==> src/rtl/ram_2rw_chan_pkg.sv <==
// ============================================================================
// Module      : ram_2rw_chan_pkg
// Description : Shared width helpers for the ram_2rw channel adapter.
// Revision    : 1.0 - initial release
// ============================================================================
`default_nettype none

package ram_2rw_chan_pkg;

    // Width of one response entry: {is_wr, data}.
    function automatic int resp_width(input int data_width);
        return data_width + 1;
    endfunction

    // FIFO occupancy counter must represent 0..depth inclusive.
    function automatic int cnt_width(input int depth);
        return $clog2(depth + 1);
    endfunction

endpackage

`default_nettype wire

==> src/rtl/ram_chan_port.sv <==
// ============================================================================
// Module      : ram_chan_port
// Description : One RAM port: request strobes, pending stage, response FIFO
//               and credit-based request backpressure.
// Revision    : 1.0 - initial release
// ============================================================================
`default_nettype none

module ram_chan_port
    import ram_2rw_chan_pkg::*;
#(
    parameter int DATA_WIDTH = 4,
    parameter int ADDR_WIDTH = 5,
    parameter int RESP_DEPTH = 2
) (
    input  logic                  clk,
    input  logic                  rst,
    input  logic                  i_block,
    input  logic                  i_req_valid,
    output logic                  o_req_ready,
    input  logic [ADDR_WIDTH-1:0] i_req_addr,
    input  logic [DATA_WIDTH-1:0] i_req_data,
    input  logic                  i_req_we,
    output logic                  o_resp_valid,
    input  logic                  i_resp_ready,
    output logic [DATA_WIDTH-1:0] o_resp_data,
    output logic                  o_resp_is_wr,
    output logic [ADDR_WIDTH-1:0] o_ram_addr,
    output logic [DATA_WIDTH-1:0] o_ram_data,
    output logic                  o_ram_wr_en,
    output logic                  o_ram_rd_en,
    input  logic [DATA_WIDTH-1:0] i_ram_rd_data
);

    localparam int            CW      = cnt_width(RESP_DEPTH);
    localparam int            PW      = (RESP_DEPTH > 1) ? $clog2(RESP_DEPTH) : 1;
    localparam int            RW      = resp_width(DATA_WIDTH);
    localparam logic [CW:0]   c_DEPTH = (CW+1)'(RESP_DEPTH);
    localparam logic [PW-1:0] c_LAST  = PW'(RESP_DEPTH - 1);

    typedef struct packed {
        logic                  is_wr;
        logic [DATA_WIDTH-1:0] data;
    } resp_t;

    logic          r_pend_vld;
    logic          r_pend_wr;
    logic [CW-1:0] r_count;
    logic [PW-1:0] r_wr_ptr;
    logic [PW-1:0] r_rd_ptr;
    resp_t         r_mem [RESP_DEPTH];

    logic          w_fire;
    logic          w_pop;
    logic          w_push;
    logic [CW:0]   w_inflight;
    resp_t         w_push_ent;
    resp_t         w_head;
    logic [RW-1:0] w_head_bits;

    function automatic logic [PW-1:0] ptr_next(input logic [PW-1:0] p);
        return (p == c_LAST) ? '0 : p + PW'(1);
    endfunction

    assign w_pop  = (r_count != '0) & i_resp_ready;
    assign w_push = r_pend_vld;

    // Buffered plus in-flight entries, less this cycle's pop: a new request is
    // taken only if its response is guaranteed a slot.
    assign w_inflight  = {1'b0, r_count} + (CW+1)'(r_pend_vld) - (CW+1)'(w_pop);
    assign o_req_ready = ~rst & ~i_block & (w_inflight < c_DEPTH);
    assign w_fire      = i_req_valid & o_req_ready;

    assign o_ram_wr_en = w_fire & i_req_we;
    assign o_ram_rd_en = w_fire & ~i_req_we;
    assign o_ram_addr  = rst ? '0 : i_req_addr;
    assign o_ram_data  = rst ? '0 : i_req_data;

    assign w_push_ent.is_wr = r_pend_wr;
    assign w_push_ent.data  = r_pend_wr ? {DATA_WIDTH{1'b0}} : i_ram_rd_data;

    assign w_head       = r_mem[r_rd_ptr];
    assign w_head_bits  = o_resp_valid ? w_head : {RW{1'b0}};
    assign o_resp_valid = (r_count != '0);
    assign o_resp_is_wr = w_head_bits[RW-1];
    assign o_resp_data  = w_head_bits[DATA_WIDTH-1:0];

    always_ff @(posedge clk or posedge rst) begin
        if (rst) begin
            r_pend_vld <= 1'b0;
            r_pend_wr  <= 1'b0;
            r_count    <= '0;
            r_wr_ptr   <= '0;
            r_rd_ptr   <= '0;
        end else begin
            r_pend_vld <= w_fire;
            r_pend_wr  <= w_fire & i_req_we;
            if (w_push) begin
                r_wr_ptr <= ptr_next(r_wr_ptr);
            end
            if (w_pop) begin
                r_rd_ptr <= ptr_next(r_rd_ptr);
            end
            if (w_push && !w_pop) begin
                r_count <= r_count + CW'(1);
            end else if (!w_push && w_pop) begin
                r_count <= r_count - CW'(1);
            end
        end
    end

    // Storage needs no reset: entries are only visible when counted.
    always_ff @(posedge clk) begin
        if (w_push) begin
            r_mem[r_wr_ptr] <= w_push_ent;
        end
    end

endmodule

`default_nettype wire

==> src/rtl/ram_2rw_chan_adapter.sv <==
// ============================================================================
// Module      : ram_2rw_chan_adapter
// Description : Valid/ready front-end for the dual-port ram_2rw memory.
// Revision    : 1.0 - initial release
// ============================================================================
`default_nettype none

module ram_2rw_chan_adapter
    import ram_2rw_chan_pkg::*;
#(
    parameter int DATA_WIDTH = 4,
    parameter int SIZE       = 32,
    parameter int ADDR_WIDTH = $clog2(SIZE),
    parameter int RESP_DEPTH = 2
) (
    input  logic                  clk,
    input  logic                  rst,

    input  logic                  req_valid_0,
    output logic                  req_ready_0,
    input  logic [ADDR_WIDTH-1:0] req_addr_0,
    input  logic [DATA_WIDTH-1:0] req_data_0,
    input  logic                  req_we_0,
    output logic                  resp_valid_0,
    input  logic                  resp_ready_0,
    output logic [DATA_WIDTH-1:0] resp_data_0,
    output logic                  resp_is_wr_0,
    output logic [ADDR_WIDTH-1:0] ram_addr_0,
    output logic [DATA_WIDTH-1:0] ram_data_0,
    output logic                  ram_wr_en_0,
    output logic                  ram_rd_en_0,
    input  logic [DATA_WIDTH-1:0] ram_rd_data_0,

    input  logic                  req_valid_1,
    output logic                  req_ready_1,
    input  logic [ADDR_WIDTH-1:0] req_addr_1,
    input  logic [DATA_WIDTH-1:0] req_data_1,
    input  logic                  req_we_1,
    output logic                  resp_valid_1,
    input  logic                  resp_ready_1,
    output logic [DATA_WIDTH-1:0] resp_data_1,
    output logic                  resp_is_wr_1,
    output logic [ADDR_WIDTH-1:0] ram_addr_1,
    output logic [DATA_WIDTH-1:0] ram_data_1,
    output logic                  ram_wr_en_1,
    output logic                  ram_rd_en_1,
    input  logic [DATA_WIDTH-1:0] ram_rd_data_1
);

    logic w_fire_0;
    logic w_block_1;

    // Port 0 wins a same-address write/write race; port 1 retries next cycle.
    assign w_fire_0  = req_valid_0 & req_ready_0;
    assign w_block_1 = w_fire_0 & req_we_0 & req_valid_1 & req_we_1 &
                       (req_addr_0 == req_addr_1);

    ram_chan_port #(
        .DATA_WIDTH (DATA_WIDTH),
        .ADDR_WIDTH (ADDR_WIDTH),
        .RESP_DEPTH (RESP_DEPTH)
    ) u_port_0 (
        .clk           (clk),
        .rst           (rst),
        .i_block       (1'b0),
        .i_req_valid   (req_valid_0),
        .o_req_ready   (req_ready_0),
        .i_req_addr    (req_addr_0),
        .i_req_data    (req_data_0),
        .i_req_we      (req_we_0),
        .o_resp_valid  (resp_valid_0),
        .i_resp_ready  (resp_ready_0),
        .o_resp_data   (resp_data_0),
        .o_resp_is_wr  (resp_is_wr_0),
        .o_ram_addr    (ram_addr_0),
        .o_ram_data    (ram_data_0),
        .o_ram_wr_en   (ram_wr_en_0),
        .o_ram_rd_en   (ram_rd_en_0),
        .i_ram_rd_data (ram_rd_data_0)
    );

    ram_chan_port #(
        .DATA_WIDTH (DATA_WIDTH),
        .ADDR_WIDTH (ADDR_WIDTH),
        .RESP_DEPTH (RESP_DEPTH)
    ) u_port_1 (
        .clk           (clk),
        .rst           (rst),
        .i_block       (w_block_1),
        .i_req_valid   (req_valid_1),
        .o_req_ready   (req_ready_1),
        .i_req_addr    (req_addr_1),
        .i_req_data    (req_data_1),
        .i_req_we      (req_we_1),
        .o_resp_valid  (resp_valid_1),
        .i_resp_ready  (resp_ready_1),
        .o_resp_data   (resp_data_1),
        .o_resp_is_wr  (resp_is_wr_1),
        .o_ram_addr    (ram_addr_1),
        .o_ram_data    (ram_data_1),
        .o_ram_wr_en   (ram_wr_en_1),
        .o_ram_rd_en   (ram_rd_en_1),
        .i_ram_rd_data (ram_rd_data_1)
    );

endmodule

`default_nettype wire

==> config.mk <==
export PLATFORM = sky130hd
export DESIGN_NAME = ram_2rw_chan_adapter
export DESIGN_NICKNAME = d
export VERILOG_FILES = /design/src/rtl/ram_2rw_chan_pkg.sv /design/src/rtl/ram_chan_port.sv /design/src/rtl/ram_2rw_chan_adapter.sv
export SDC_FILE = /design/constraint.sdc
export NUM_CORES = 1
export LEC_CHECK = 0
export BUFFER_PORTS_ARGS = -buffer_cell sky130_fd_sc_hd__buf_4
export CORE_MARGIN = 2
export CORE_UTILIZATION = 36
export CTS_CLUSTER_DIAMETER = 50
export CTS_CLUSTER_SIZE = 24
export DETAILED_ROUTE_END_ITERATION = 12
export PLACE_DENSITY = 0.68
export SLEW_MARGIN = 40
export SYNTH_ARGS = -nofsm -noshare
export SYNTH_HDL_FRONTEND = slang
export SYNTH_SLANG_ARGS = --single-unit
==> constraint.sdc <==
create_clock -name clk -period 6.75 [get_ports clk]
set_input_delay 0.3375 -clock clk [delete_from_list [all_inputs] [get_ports clk]]
set_output_delay 0.3375 -clock clk [all_outputs]
set_load 0.01 [all_outputs]
==> metrics <==
clock group share of total power=16.7%; Final Wtd Congestion=about 0.7; achievable clock frequency=305 MHz; Final Hold Viols=0; Final Setup Violations=0; data arrival at the endpoint of the critical path=slightly below 3 ns; standard cell with the maximum stage delay on the critical path=sky130_fd_sc_hd__fa_1; max-capacitance violation count=0; crit-path max FO=5; critical path start-end classification=flop to output port; post-layout minimum cycle time=around 3.3 ns; total internal power=0.000524 W; R2R Path End=u_port_1.r_pend_wr; register share of total power=39.1%; die area=about 5000 sq um; Reg clk slew, reported paths=0.07 ns; Worst setup EP type=output port; placed wire-length estimate after detailed placement=between 2000 and 3000 um; R2R Setup Slk=roughly 4.1 ns; power share of the combinational group=44.1%; run status=completed; number of warnings issued by yosys=0; clock latency at the later pin of the worst-skew pair=0.28 ns; final-stage net count=between 200 and 300; switching power summed over all nets=around 0.0003 W; routed via count=~1.2k; cell family contributing the most delay on the critical path=adder cells; most numerous cell in the Yosys netlist=sky130_fd_sc_hd__nor2b_1; Buffers & Inverters on Critical Path=1; Die Y-Extent=just over 70 um; via-per-instance ratio=4.65; die width=71.6 um; post-CTS setup repair buffer count=0; Worst Setup Start Kind=flop; number of nets in the synthesized netlist=180; TritonCTS buffer count=5; Tot GR Track Use=14.8%; RSZ-0062 raised after global routing=no; # rows=24; layout cells sized above 1=35.7%; power per unit of standard cell area=359 nW/um^2; buffer levels on the longest clock path=2; post-cts gate resize count=0; asr flop ratio synth=37.5%; Placeable Area=4380 sq um; detailed router's first-iteration violation count=63; transition time at the pin with the least slew margin=0.487 ns; cell accounting for the most synthesized area=sky130_fd_sc_hd__edfxtp_1; most used standard cells in the synthesized netlist=27 x sky130_fd_sc_hd__nor2b_1, 20 x sky130_fd_sc_hd__edfxtp_1, 18 x sky130_fd_sc_hd__nor2_1; # DRC=0; pin count of the biggest net entering global routing=23; sequential cell area fraction in the yosys report=54.8%; leakage dissipation=roughly 1.1 nW; Synth cell types=24; crit share post-route=48.6%; antenna fix cells=0; ANT nets after route=0; clock root cell=sky130_fd_sc_hd__clkbuf_8; post-route setup TNS=0 ns; number of enable-type register cells in the synthesized netlist=20; class of the worst hold path=input port to asynchronous set/reset pin; critical path's largest stage delay=just over 0.5 ns; worst voltage drop across the vdd grid=about 0.14 mV; register bit total from synthesis=32; placed inst area=2210 sq um; clock sink total=32; DR pass1 iterations=4; critical register-to-register path startpoint=u_port_0.r_count[1]; number of instances in the synthesized netlist=140; Post-Synthesis Cell Area=1640 sq um; remaining max-slew budget at the tightest pin=67.2%; top area cells in the synthesized netlist=sky130_fd_sc_hd__edfxtp_1 37%, sky130_fd_sc_hd__dfrtp_1 18%, sky130_fd_sc_hd__nor2b_1 10%; share of the synthesized area in the top cell type=36.5%; max-slew violations=0; signed area change from the synthesized netlist to the final layout=39.3%; clock tree from TritonCTS=built; Worst Path Required=6.41 ns; number of top-level pins=70; critical path cell sequence=o21ai_0, ha_1, nand2b_1, fa_1, nand4b_1, nor4_2, a21oi_1, buf_4; remaining global-route overflow=0; average detailed-routed wire length per instance=around 13 um; final routed wirelength across all metal layers=around 3400 um; hold-fix buffers at CTS=0; wire length of the first global-routing pass=5660 um; initial core utilization=37.5%; number of cells on the worst reg-to-reg path=7; worst clock skew on the final layout=0.00490 ns; H-tree depth reported by CTS=2; Post-Layout Inst Area=2290 sq um; antenna violations before repair=0; sw frac=36.3%; Port Buffers=69; mean instance size in the synthesized netlist=11.7 sq um; leading register cell type out of synthesis=sky130_fd_sc_hd__edfxtp_1; vias in the first global route=about 1.3k
sequential cells by signal, summed over array words and instances, names as in the netlist:
signal               count
u_port_1.r_count         2
u_port_1.r_pend_vld      1
u_port_1.r_pend_wr       1
u_port_0.r_pend_wr       1
u_port_1.r_rd_ptr        1
u_port_0.r_count         2
u_port_0.r_pend_vld      1
u_port_0.r_rd_ptr        1
u_port_0.r_wr_ptr        1
u_port_1.r_mem          10
u_port_0.r_mem          10
u_port_1.r_wr_ptr        1
power by group through the flow:
stage               clock network (W)  logic (W)  registers (W)
finish                       0.000137   0.000363       0.000322
global placement                    0   0.000359       0.000325
detailed placement                  0   0.000365       0.000328
floorplan                           0   0.000245       0.000300
CTS                          0.000144   0.000370       0.000324
global route                 0.000150   0.000411       0.000332
how the worst max path moves through the flow:
stage                         from           to  cells past startpoint  slack [ns]
6_report       u_port_0.r_count[1]  ram_wr_en_1                      8        3.47
3_5_place_dp   u_port_0.r_count[1]  ram_wr_en_1                      8        3.78
4_1_cts        u_port_0.r_count[1]  ram_wr_en_1                      8        3.43
5_1_grt        u_port_0.r_count[1]  ram_wr_en_1                      8        3.22
3_3_place_gp   u_port_0.r_count[1]  ram_wr_en_1                      8        3.85
2_1_floorplan  u_port_0.r_count[1]  ram_wr_en_1                      7        4.09
worst register-to-register path: stages, from the launching register on:
cell and delay, ns:
sky130_fd_sc_hd__dfrtp_1 0.45, sky130_fd_sc_hd__o21ai_0 0.38, sky130_fd_sc_hd__ha_1 0.33, sky130_fd_sc_hd__nand2b_1 0.17, sky130_fd_sc_hd__fa_1 0.51, sky130_fd_sc_hd__nand4b_1 0.13, sky130_fd_sc_hd__nor4_2 0.37, sky130_fd_sc_hd__a21oi_1 0.14
metrics by stage:
step	std cells	setup WS, ns	hold WS (ns)	power [W]	utilization (%)
5_1_grt	265	3.22	0.215	0.000893	52.2
3_5_place_dp	257	3.78	0.482	0.000693	50.4
3_3_place_gp	257	3.85	0.473	0.000684	50.4
2_1_floorplan	140	4.09	0.416	0.000546	-
6_report	265	3.47	0.171	0.000822	52.2
4_1_cts	265	3.43	0.177	0.000837	52.2
cell usage in the layout (no fill, tap or decap):
cell                       Yosys  layout
sky130_fd_sc_hd__ha_1          4       4
sky130_fd_sc_hd__nor4_1        1       1
sky130_fd_sc_hd__fa_1          2       2
sky130_fd_sc_hd__a21oi_1       3       3
sky130_fd_sc_hd__inv_1         7       7
sky130_fd_sc_hd__xor2_1       12      12
sky130_fd_sc_hd__nand3_1       1       1
sky130_fd_sc_hd__nand4b_1      1       1
sky130_fd_sc_hd__edfxtp_1     20      20
sky130_fd_sc_hd__o21ai_0       2       2
sky130_fd_sc_hd__nand2_1       2       2
sky130_fd_sc_hd__clkinv_1      0       2
sky130_fd_sc_hd__mux2i_1      10      10
sky130_fd_sc_hd__nor3b_2       1       1
sky130_fd_sc_hd__clkbuf_1      2       1
sky130_fd_sc_hd__and2_1        3       3
sky130_fd_sc_hd__clkbuf_8      0       5
sky130_fd_sc_hd__dfrtp_1      12      12
sky130_fd_sc_hd__xnor2_1       5       5
sky130_fd_sc_hd__nor2_1       18      18
sky130_fd_sc_hd__buf_4         0      69
sky130_fd_sc_hd__nor2b_1      27      27
sky130_fd_sc_hd__and3b_1       1       1
sky130_fd_sc_hd__nand2b_1      2       2
sky130_fd_sc_hd__nor4_2        1       1
sky130_fd_sc_hd__nand4_1       1       1
cells by family (layout without fill, tap and decap cells):
family	after synthesis	count (layout)	share of synthesized area, %
AOI/OAI and AO/OA	5	5	1.52
xor gates and xnor gates	17	17	9.06
adders and majority gates	6	6	5.48
buffers and inverters	11	84	2.66
DFF	32	32	54.8
muxes	10	10	6.09
and+or+nand+nor	59	59	20.4
final cells by class:
cell class / instances / area (sq um)
sequential: 32 / 901
timing repair buffer: 69 / 518
fill: 417 / 2090
inverter: 7 / 26.3
tap: 52 / 65.1
multi-input combinational: 97 / 699
clock inverter: 2 / 7.51
clock buffer: 6 / 72.6
layer usage:
| metal | GRT usage (%) | part of all wire [%] |
|---|---|---|
| met3 | 5.20 | 9.5 |
| met2 | 23.9 | 47 |
| met5 | 0 | 0 |
| met1 | 17.2 | 41 |
| met4 | 8.18 | 2.3 |
Power figures use the tool's default switching activity.
